## src/rtl/bcd_pkg.sv

```systemverilog
// Shared BCD constants and helpers for the tick counter.
// Nibble width, digit limit and load sanitising.
package bcd_pkg;
  localparam int BCD_W = 4;
  localparam logic [BCD_W-1:0] BCD_MAX = 4'd9;

  function automatic logic [BCD_W-1:0] bcd_sanitize(
    input logic [BCD_W-1:0] n
  );
    return (n > BCD_MAX) ? '0 : n;
  endfunction
endpackage

```

## src/rtl/bcd_digit.sv

```systemverilog
// One BCD digit of the counter chain.
// Steps up/down; o_carry is the carry or borrow to the next digit.
module bcd_digit
  import bcd_pkg::*;
(
  input  logic             clk,
  input  logic             reset,
  input  logic             i_clear,
  input  logic             i_load,
  input  logic [BCD_W-1:0] i_load_d,
  input  logic             i_step,
  input  logic             i_dir,
  output logic [BCD_W-1:0] o_q,
  output logic             o_carry
);
  logic [BCD_W-1:0] r_q;
  logic             w_at_end;

  assign w_at_end = i_dir ? (r_q == BCD_MAX) : (r_q == '0);
  assign o_carry  = i_step & w_at_end;
  assign o_q      = r_q;

  always_ff @(posedge clk) begin
    if (reset) begin
      r_q <= '0;
    end else if (i_clear) begin
      r_q <= '0;
    end else if (i_load) begin
      r_q <= bcd_sanitize(i_load_d);
    end else if (i_step) begin
      if (w_at_end)
        r_q <= i_dir ? '0 : BCD_MAX;
      else
        r_q <= i_dir ? r_q + 1'b1 : r_q - 1'b1;
    end
  end
endmodule

```

## src/rtl/bcd_tick_counter.sv

```systemverilog
// Prescaled multi-digit BCD up/down counter.
// Serial snapshot readout on cs/dout, MSB first.
module bcd_tick_counter
  import bcd_pkg::*;
#(
  parameter int CLK_DIV = 1000,
  parameter int DIGITS  = 2
) (
  input  logic                    clk,
  input  logic                    reset,
  input  logic                    en,
  input  logic                    dir,
  input  logic                    clear,
  input  logic                    load,
  input  logic [BCD_W*DIGITS-1:0] load_val,
  input  logic                    snap_req,
  output logic [BCD_W*DIGITS-1:0] count,
  output logic                    tick,
  output logic                    wrap,
  output logic                    cs,
  output logic                    dout,
  output logic                    busy
);
  localparam int CW = BCD_W * DIGITS;
  localparam int PW = $clog2(CLK_DIV);
  localparam int SW = $clog2(CW);

  logic [PW-1:0] r_pre;
  logic          r_tick;
  logic          r_wrap;
  logic [CW-1:0] r_shift;
  logic [SW-1:0] r_bit;
  logic          r_busy;
  logic          w_pre_end;
  logic          w_step;
  logic [DIGITS:0] w_carry;

  assign w_pre_end  = (r_pre == PW'(CLK_DIV - 1));
  assign w_step     = en & w_pre_end;
  assign w_carry[0] = w_step;

  // Carry/borrow ripples; the top digit's carry is the full wrap.
  for (genvar g = 0; g < DIGITS; g++) begin : g_dig
    bcd_digit u_digit (
      .clk      (clk),
      .reset    (reset),
      .i_clear  (clear),
      .i_load   (load),
      .i_load_d (load_val[g*BCD_W +: BCD_W]),
      .i_step   (w_carry[g]),
      .i_dir    (dir),
      .o_q      (count[g*BCD_W +: BCD_W]),
      .o_carry  (w_carry[g+1])
    );
  end

  always_ff @(posedge clk) begin
    if (reset || clear || load) begin
      r_pre  <= '0;
      r_tick <= 1'b0;
      r_wrap <= 1'b0;
    end else if (en) begin
      r_pre  <= w_pre_end ? '0 : r_pre + 1'b1;
      r_tick <= w_pre_end;
      r_wrap <= w_carry[DIGITS];
    end else begin
      r_tick <= 1'b0;
      r_wrap <= 1'b0;
    end
  end

  always_ff @(posedge clk) begin
    if (reset) begin
      r_busy  <= 1'b0;
      r_shift <= '0;
      r_bit   <= '0;
    end else if (!r_busy) begin
      if (snap_req) begin
        r_shift <= count;
        r_busy  <= 1'b1;
        r_bit   <= '0;
      end
    end else begin
      r_shift <= {r_shift[CW-2:0], 1'b0};
      r_bit   <= r_bit + 1'b1;
      if (r_bit == SW'(CW - 1))
        r_busy <= 1'b0;
    end
  end

  assign tick = r_tick;
  assign wrap = r_wrap;
  assign busy = r_busy;
  assign cs   = ~r_busy;
  assign dout = r_busy & r_shift[CW-1];
endmodule

```

## config.mk

```make
export PLATFORM = sky130hd
export DESIGN_NAME = bcd_tick_counter
export DESIGN_NICKNAME = d
export VERILOG_FILES = /design/src/rtl/bcd_pkg.sv /design/src/rtl/bcd_digit.sv /design/src/rtl/bcd_tick_counter.sv
export SDC_FILE = /design/constraint.sdc
export NUM_CORES = 1
export LEC_CHECK = 0
export ABC_AREA = 1
export BUFFER_PORTS_ARGS = -buffer_cell sky130_fd_sc_hd__clkbuf_2
export CORE_AREA = 2 2 63 65
export CTS_CLUSTER_SIZE = 24
export DETAILED_ROUTE_END_ITERATION = 10
export DIE_AREA = 0 0 65 67
export PLACE_DENSITY_LB_ADDON = 0.15
export SLEW_MARGIN = 15
export SYNTH_ARGS = -nofsm -noshare
export SYNTH_HDL_FRONTEND = slang
export SYNTH_SLANG_ARGS = --single-unit
```

## constraint.sdc

```tcl
create_clock -name clk -period 1.45 [get_ports clk]
set_clock_uncertainty 0.05 [all_clocks]
set_input_delay 0.2175 -clock clk [delete_from_list [all_inputs] [get_ports clk]]
set_output_delay 0.2175 -clock clk [all_outputs]
set_load 0.1 [all_outputs]
```

==> impl_metrics.ini, run 1 <==
[detailed_routing]
viasPerCell = 4.889
dr_wl_met3_um = 142
drt_iter0_drc = 96
ant_nets = 0
wl_per_cell_um = 11.00
met2_length_um = 1818
dr.pass1.iters = 4
drc = 0
top_layer_used = met4
met1Wirelength_um = 1829
drt-total-wl_um = 3850
vias = 1711

[synth]
async_flop_share = 0
synth_simple_gate_area_frac = 0.3336
syn_inst = 255
ys_seq_area_frac = 0.3649
synth_top_family_by_area = simple AND/OR/NAND/NOR gates
synth_nets = 279
synthMuxAreaShare = 0
synth_compound_area_frac = 0.1197
syn_area_mm2 = 0.001755
synthAdderAreaFrac = 0.07270
avgSynthCellArea_um2 = 6.884
yosysWarningCount = 0
ys.flop_type = dfxtp_1
synth-edff-count = 0
ys_types = 31
synth_xor_xnor_area_share = 0.02495
synth-seq-cells = 32

[floorplan]
dieHeight_um = 67
initial_core_util = 0.4868
die-area_mm2 = 0.004355
num_io_pins = 28
die_w_um = 65
core-area_mm2 = 0.003606
placementRows = 22

[pwr]
irDropWorstVdd_uv = 421.0
leakagePower_nw = 1.066
power.total_mw = 2.041
p_per_area_mw_per_mm2 = 884.5

[global_route]
antenna_found_initial = 0
grtUsageTotal = 0.2084
overflow = 0
grt_pass1_wl_um = 6989
grt_max_degree = 15
grt_pass1_vias = 1647

[sta]
setup_viol = 0
finalSetupTns_ns = 0
setup_ws_ns = 0.08611
finalHoldViolations = 0
holdWs_ns = 0.1271
period_minus_slack_ns = 1.364
tightest_slew_ns = 0.5448
clock.fmax_mhz = 733.2
finalMaxSlewViolations = 0
min_period_over_period = 0.9406
slew_headroom = 0.6383

[setup_path]
worstPathRequired_ns = 1.62
worstSetupEndpointType = flip-flop
start_kind = flip-flop
crit_fanout = 2
rrSetupSlack_ns = 0.09
cp.arrival_ns = 1.53
setup.worst_path.class = flip-flop to flip-flop

[cts]
cts_buffer_depth = 2
clock_latency_ns = 0.28
clkSinkCount = 32
numCtsBuffers = 5
htree_levels = 2
clkTransAtPathRegs_ns = 0.07
tritoncts = done
cts-root-buf = clkbuf_8
ctsHoldBuffers = 0

[placed_design]
placed_area_mm2 = 0.002107
portBuffers = 27
place_congestion = 0.8515
place_ws_ns = -0.07230
dp_hpwl_um = 2870

[cells_and_area]
fin_nets = 325
drive_gt1_frac = 0.2881
postLayoutCellArea_mm2 = 0.002307
fillers = 344
regArea_um2 = 676.9
syn_to_final_growth_pct = 31.43
antennaDiodeCount = 0
multi_input_area_mm2 = 0.001030

[job]
max_cap_violations = 0

[hold_path]
hold_path.class = input port to flip-flop

[outcome]
outcome = finished clean
[state kept, by name (all words and copies together), names as in the netlist]
register           flops
tick                   1
busy                   1
r_shift                8
g_dig.u_digit.o_q      8
wrap                   1
r_bit                  3
r_pre                 10
[metal layers]
metal / track usage / up-vias
li1: - / 909
met1: 0.2578 / 762
met5: 0 / -
met3: 0.05068 / 6
met2: 0.3531 / 34
met4: 0.07181 / 0
[critical path: stages, from the launching register on]
cell and delay, ns:
dfxtp_4 0.36, ha_4 0.21, or2_2 0.28, nand3_1 0.08, nand3_1 0.07, nand2_1 0.07, nand2_1 0.06, a21oi_2 0.12
[where the power goes]
group	leakage (nW)	total, mW	switching [mW]	internal [mW]
clock network	0.0514	0.745	0.315	0.430
logic	0.747	0.376	0.248	0.128
registers	0.268	0.920	0.0271	0.893
total	1.07	2.04	0.590	1.45
[repair_timing]
item,4_1_cts,5_1_grt
pin swaps,0,2
setup buffers,0,5
gates resized for setup,3,14
setup endpoints to repair,3,16
[logic make-up after synthesis]
logic type / Yosys count
AND/OR/NAND/NOR: 134
AO/OA/AOI/OAI: 38
buffers and inverters: 37
flip-flops: 32
adder cells (fa/ha/maj): 9
XOR/XNOR: 5
[worst paths after layout]
check,from,to,depth (start not counted)
max,g_dig[1].u_digit.o_q[2]$_SDFFE_PP0P_,g_dig[1].u_digit.o_q[3]$_SDFFE_PP0P_,7
min,reset,r_bit[2]$_SDFFE_PP0P_,2
max reg2reg,g_dig[1].u_digit.o_q[2]$_SDFFE_PP0P_,g_dig[1].u_digit.o_q[3]$_SDFFE_PP0P_,7
min reg2reg,r_bit[0]$_SDFFE_PP0P_,r_bit[0]$_SDFFE_PP0P_,1
[cell type report]
class | instances | area share
Multi-Input combinational cell | 186 | 0.4463
Inverter | 35 | 0.06074
Tap cell | 48 | 0.02603
Sequential cell | 32 | 0.2934
Clock inverter | 2 | 0.003254
Clock buffer | 6 | 0.04067
Timing Repair Buffer | 41 | 0.1296
[cell usage in the layout (no fill, tap or decap), types with 3 or more instances in the layout]
cell type	n
nor2_1	27
ha_4	3
clkinv_1	3
nand2_1	68
a22oi_1	3
inv_1	26
dfxtp_4	8
nor2_2	7
o21ai_1	3
buf_4	22
xor2_1	4
dfxtp_2	5
ha_1	4
a21oi_1	16
nor4_1	3
o21ai_0	9
clkbuf_2	16
dfxtp_1	19
nand3_1	17
clkbuf_8	6
inv_2	5
[metrics by stage]
step | utilization | std cells
6_report | 0.6398 | 350
5_1_grt | 0.6398 | 350
4_1_cts | 0.6169 | 345
3_5_place_dp | 0.5843 | 337
3_3_place_gp | 0.5843 | 337
2_1_floorplan | - | 255
[cell usage after synthesis, types with 3 or more instances]
cell	n	area share
xor2_1	4	0.020
nand3_1	17	0.048
a22oi_1	3	0.013
nor2_1	29	0.062
nor2_2	5	0.018
nand2_1	70	0.15
ha_1	7	0.050
a21oi_1	18	0.051
o21ai_0	11	0.031
inv_1	30	0.064
inv_2	3	0.0064
nor4_1	3	0.011
dfxtp_1	32	0.36
Power figures use the tool's default switching activity.
==> inputs of run 2 (changes only) <==
--- a/config.mk
+++ b/config.mk
@@ -7,12 +7,13 @@
 export LEC_CHECK = 0
 export ABC_AREA = 1
 export BUFFER_PORTS_ARGS = -buffer_cell sky130_fd_sc_hd__clkbuf_2
-export CORE_AREA = 2 2 63 65
+export CORE_AREA = 2 2 65 67
 export CTS_CLUSTER_SIZE = 24
 export DETAILED_ROUTE_END_ITERATION = 10
-export DIE_AREA = 0 0 65 67
+export DIE_AREA = 0 0 67 69
 export PLACE_DENSITY_LB_ADDON = 0.15
 export SLEW_MARGIN = 15
 export SYNTH_ARGS = -nofsm -noshare
 export SYNTH_HDL_FRONTEND = slang
+export SYNTH_HIERARCHICAL = 1
 export SYNTH_SLANG_ARGS = --single-unit
==> constraint.sdc (replaced) <==
create_clock -name clk -period 1.45 [get_ports clk]
set_clock_uncertainty 0.05 [all_clocks]
set_input_delay 0.2175 -clock clk [delete_from_list [all_inputs] [get_ports clk]]
set_output_delay 0.2175 -clock clk [all_outputs]
set_load 0.05 [all_outputs]
==> run 2 against run 1 <==
Against the previous run:
- the flow now finishes with violations (setup timing)
- via count grew 18%
- core utilization grew 3.5 points
- hold slack gained 0.035 ns
- flip-flop and latch count is the same
- largest power group unchanged
==> impl_metrics.ini, run 2 <==
[cts]
cts_buffer_depth = 2
clkSinkCount = 32
tritoncts = done
htree_levels = 2
clkTransAtPathRegs_ns = 0.07
clock_latency_ns = 0.28
numCtsBuffers = 5
cts-root-buf = clkbuf_8

[synth]
synth-seq-cells = 32
synth_common_cells = 76 x nand2_1, 43 x inv_1, 32 x dfxtp_1
synth.most_common_cell = nand2_1
yosys-top-cells-area = dfxtp_1 34%, nand2_1 15%, inv_1 8.6%
yosysWarningCount = 6
synth_top_area_frac = 0.3404
synth_nets = 305
synth_largest_area_cell = dfxtp_1
ys.flop_type = dfxtp_1
synth-edff-count = 0
async_flop_share = 0
ys_seq_area_frac = 0.3404
ys_types = 30
syn_inst = 281
avgSynthCellArea_um2 = 6.697
syn_area_mm2 = 0.001882

[sta]
setup_ws_ns = -0.2326
rsz0062_at_grt = true
finalMaxSlewViolations = 0
slew_headroom = 0.7471
tightest_slew_ns = 0.3780
min_period_over_period = 1.160
clock.fmax_mhz = 594.3
period_minus_slack_ns = 1.683
setup_viol = 9
finalHoldViolations = 0

[detailed_routing]
wl_per_cell_um = 11.96
drc = 0
ant_nets = 0
dr.pass1.iters = 5
drt_iter0_drc = 94
viasPerCell = 4.966
drt-total-wl_um = 4855
vias = 2016

[placed_design]
portBuffers = 27
placed_area_mm2 = 0.002395
place_congestion = 0.8705
dp_hpwl_um = 3508

[job]
max_cap_violations = 0

[cells_and_area]
top_register = r_pre
regArea_um2 = 654.4
largest_register_ffs = 10
fillers = 376
postLayoutCellArea_mm2 = 0.002640
drive_gt1_frac = 0.3511
syn_to_final_growth_pct = 40.29
fin_nets = 379
final_cell_mix = 74 x nand2_1, 41 x inv_1, 40 x buf_4, 27 x clkbuf_2
multi_input_area_mm2 = 0.001154
antennaDiodeCount = 0
final_common_cell = nand2_1

[floorplan]
initial_core_util = 0.4808
placementRows = 23
core-area_mm2 = 0.003914
num_io_pins = 28
dieHeight_um = 69
die-area_mm2 = 0.004623
die_w_um = 67

[pwr]
combPwrFrac = 0.161
swShare = 0.2580
pwr-share-clk = 0.420
switchingPower_uw = 569.9
power.total_mw = 2.209
p_seq_frac = 0.420
irDropWorstVdd_uv = 570.9
internal_power_mw = 1.639
leakagePower_nw = 1.282
p_per_area_mw_per_mm2 = 836.7

[global_route]
grt_max_degree = 16
grtUsageTotal = 0.2316
grt_pass1_vias = 1967
overflow = 0
grt_pass1_wl_um = 8493
antenna_found_initial = 0

[setup_path]
start_kind = flip-flop
cp.arrival_ns = 1.80
rrSetupSlack_ns = -0.23
setup.worst_path.class = flip-flop to flip-flop
crit_fanout = 4
worstSetupEndpointType = flip-flop
worstPathRequired_ns = 1.57

[outcome]
violations = setup timing
outcome = finished, violations left

[hold_path]
hold_path.class = input port to flip-flop
-- run 2: cell families after synthesis --
logic type	share of synthesized area
xor+xnor	0.01397
compound gates	0.1290
buf+inv	0.1044
simple gates	0.3444
fa+ha+maj	0.06782
flops	0.3404
-- run 2: cell type report --
| type | instances | area share |
|---|---|---|
| clock buffer | 7 | 0.03649 |
| inverter | 51 | 0.07441 |
| sequential | 32 | 0.2479 |
| multi-input combinational | 197 | 0.4370 |
| tap | 50 | 0.02370 |
| clock inverter | 1 | 0.01137 |
| timing repair buffer | 68 | 0.1692 |
-- run 2: path summary, 6_finish.rpt --
path                               from  cells after the start                                    to
setup / recovery  r_pre[0]$_SDFFE_PP0P_                     12  g_dig[1].u_digit/o_q[2]$_SDFFE_PP0P_
hold / removal              load_val[0]                      3  g_dig[0].u_digit/o_q[0]$_SDFFE_PP0P_
setup reg to reg  r_pre[0]$_SDFFE_PP0P_                     12  g_dig[1].u_digit/o_q[2]$_SDFFE_PP0P_
hold reg to reg   r_bit[2]$_SDFFE_PP0P_                      2                 r_bit[2]$_SDFFE_PP0P_
-- run 2: per-stage QoR --
stage | utilization | cells | hold WS [ns] | setup slack (ns) | setup TNS (ns)
after floorplan | - | 281 | 0.2366 | -0.1454 | -0.5039
after global placement | 0.6119 | 393 | 0.4039 | -0.1409 | -0.8424
after detailed placement | 0.6119 | 393 | 0.4008 | -0.2047 | -1.329
after CTS | 0.6643 | 408 | 0.1471 | -0.1612 | -1.101
after global routing | 0.6746 | 406 | 0.1554 | -0.3331 | -2.677
final | 0.6746 | 406 | 0.1621 | -0.2326 | -1.693
-- run 2: power groups by stage --
stage / Combinational, mW / Clock, mW / Sequential, mW
global placement: 0.327 / 0 / 0.947
CTS: 0.339 / 0.942 / 0.927
global route: 0.396 / 0.984 / 0.930
detailed placement: 0.333 / 0 / 0.947
floorplan: 0.169 / 0 / 0.975
finish: 0.355 / 0.927 / 0.927
-- run 2: routing by layer --
layer  share of wire  track usage
met1            0.44       0.2915
met2            0.50       0.3938
met3           0.037      0.04731
met4           0.016      0.06349
met5               0            0
-- run 2: timing repair --
item,4_1_cts,5_1_grt
endpoints found under the hold margin,0,0
hold buffers,0,0
setup buffers,7,1
resized for setup,7,15
setup endpoints to repair,9,18
pin swaps,6,7
gates cloned,0,0
-- run 2: critical path, cell delays in order (launching register included) --
cell and delay [ns]:
dfxtp_2 0.35, ha_4 0.15, nand2_4 0.05, nor3_2 0.14, nand2_1 0.11, nor2_2 0.15
inv_2 0.07, nor2_4 0.09, inv_2 0.06, nand2_4 0.08, inv_4 0.05, a31oi_1 0.14
a21oi_1 0.08
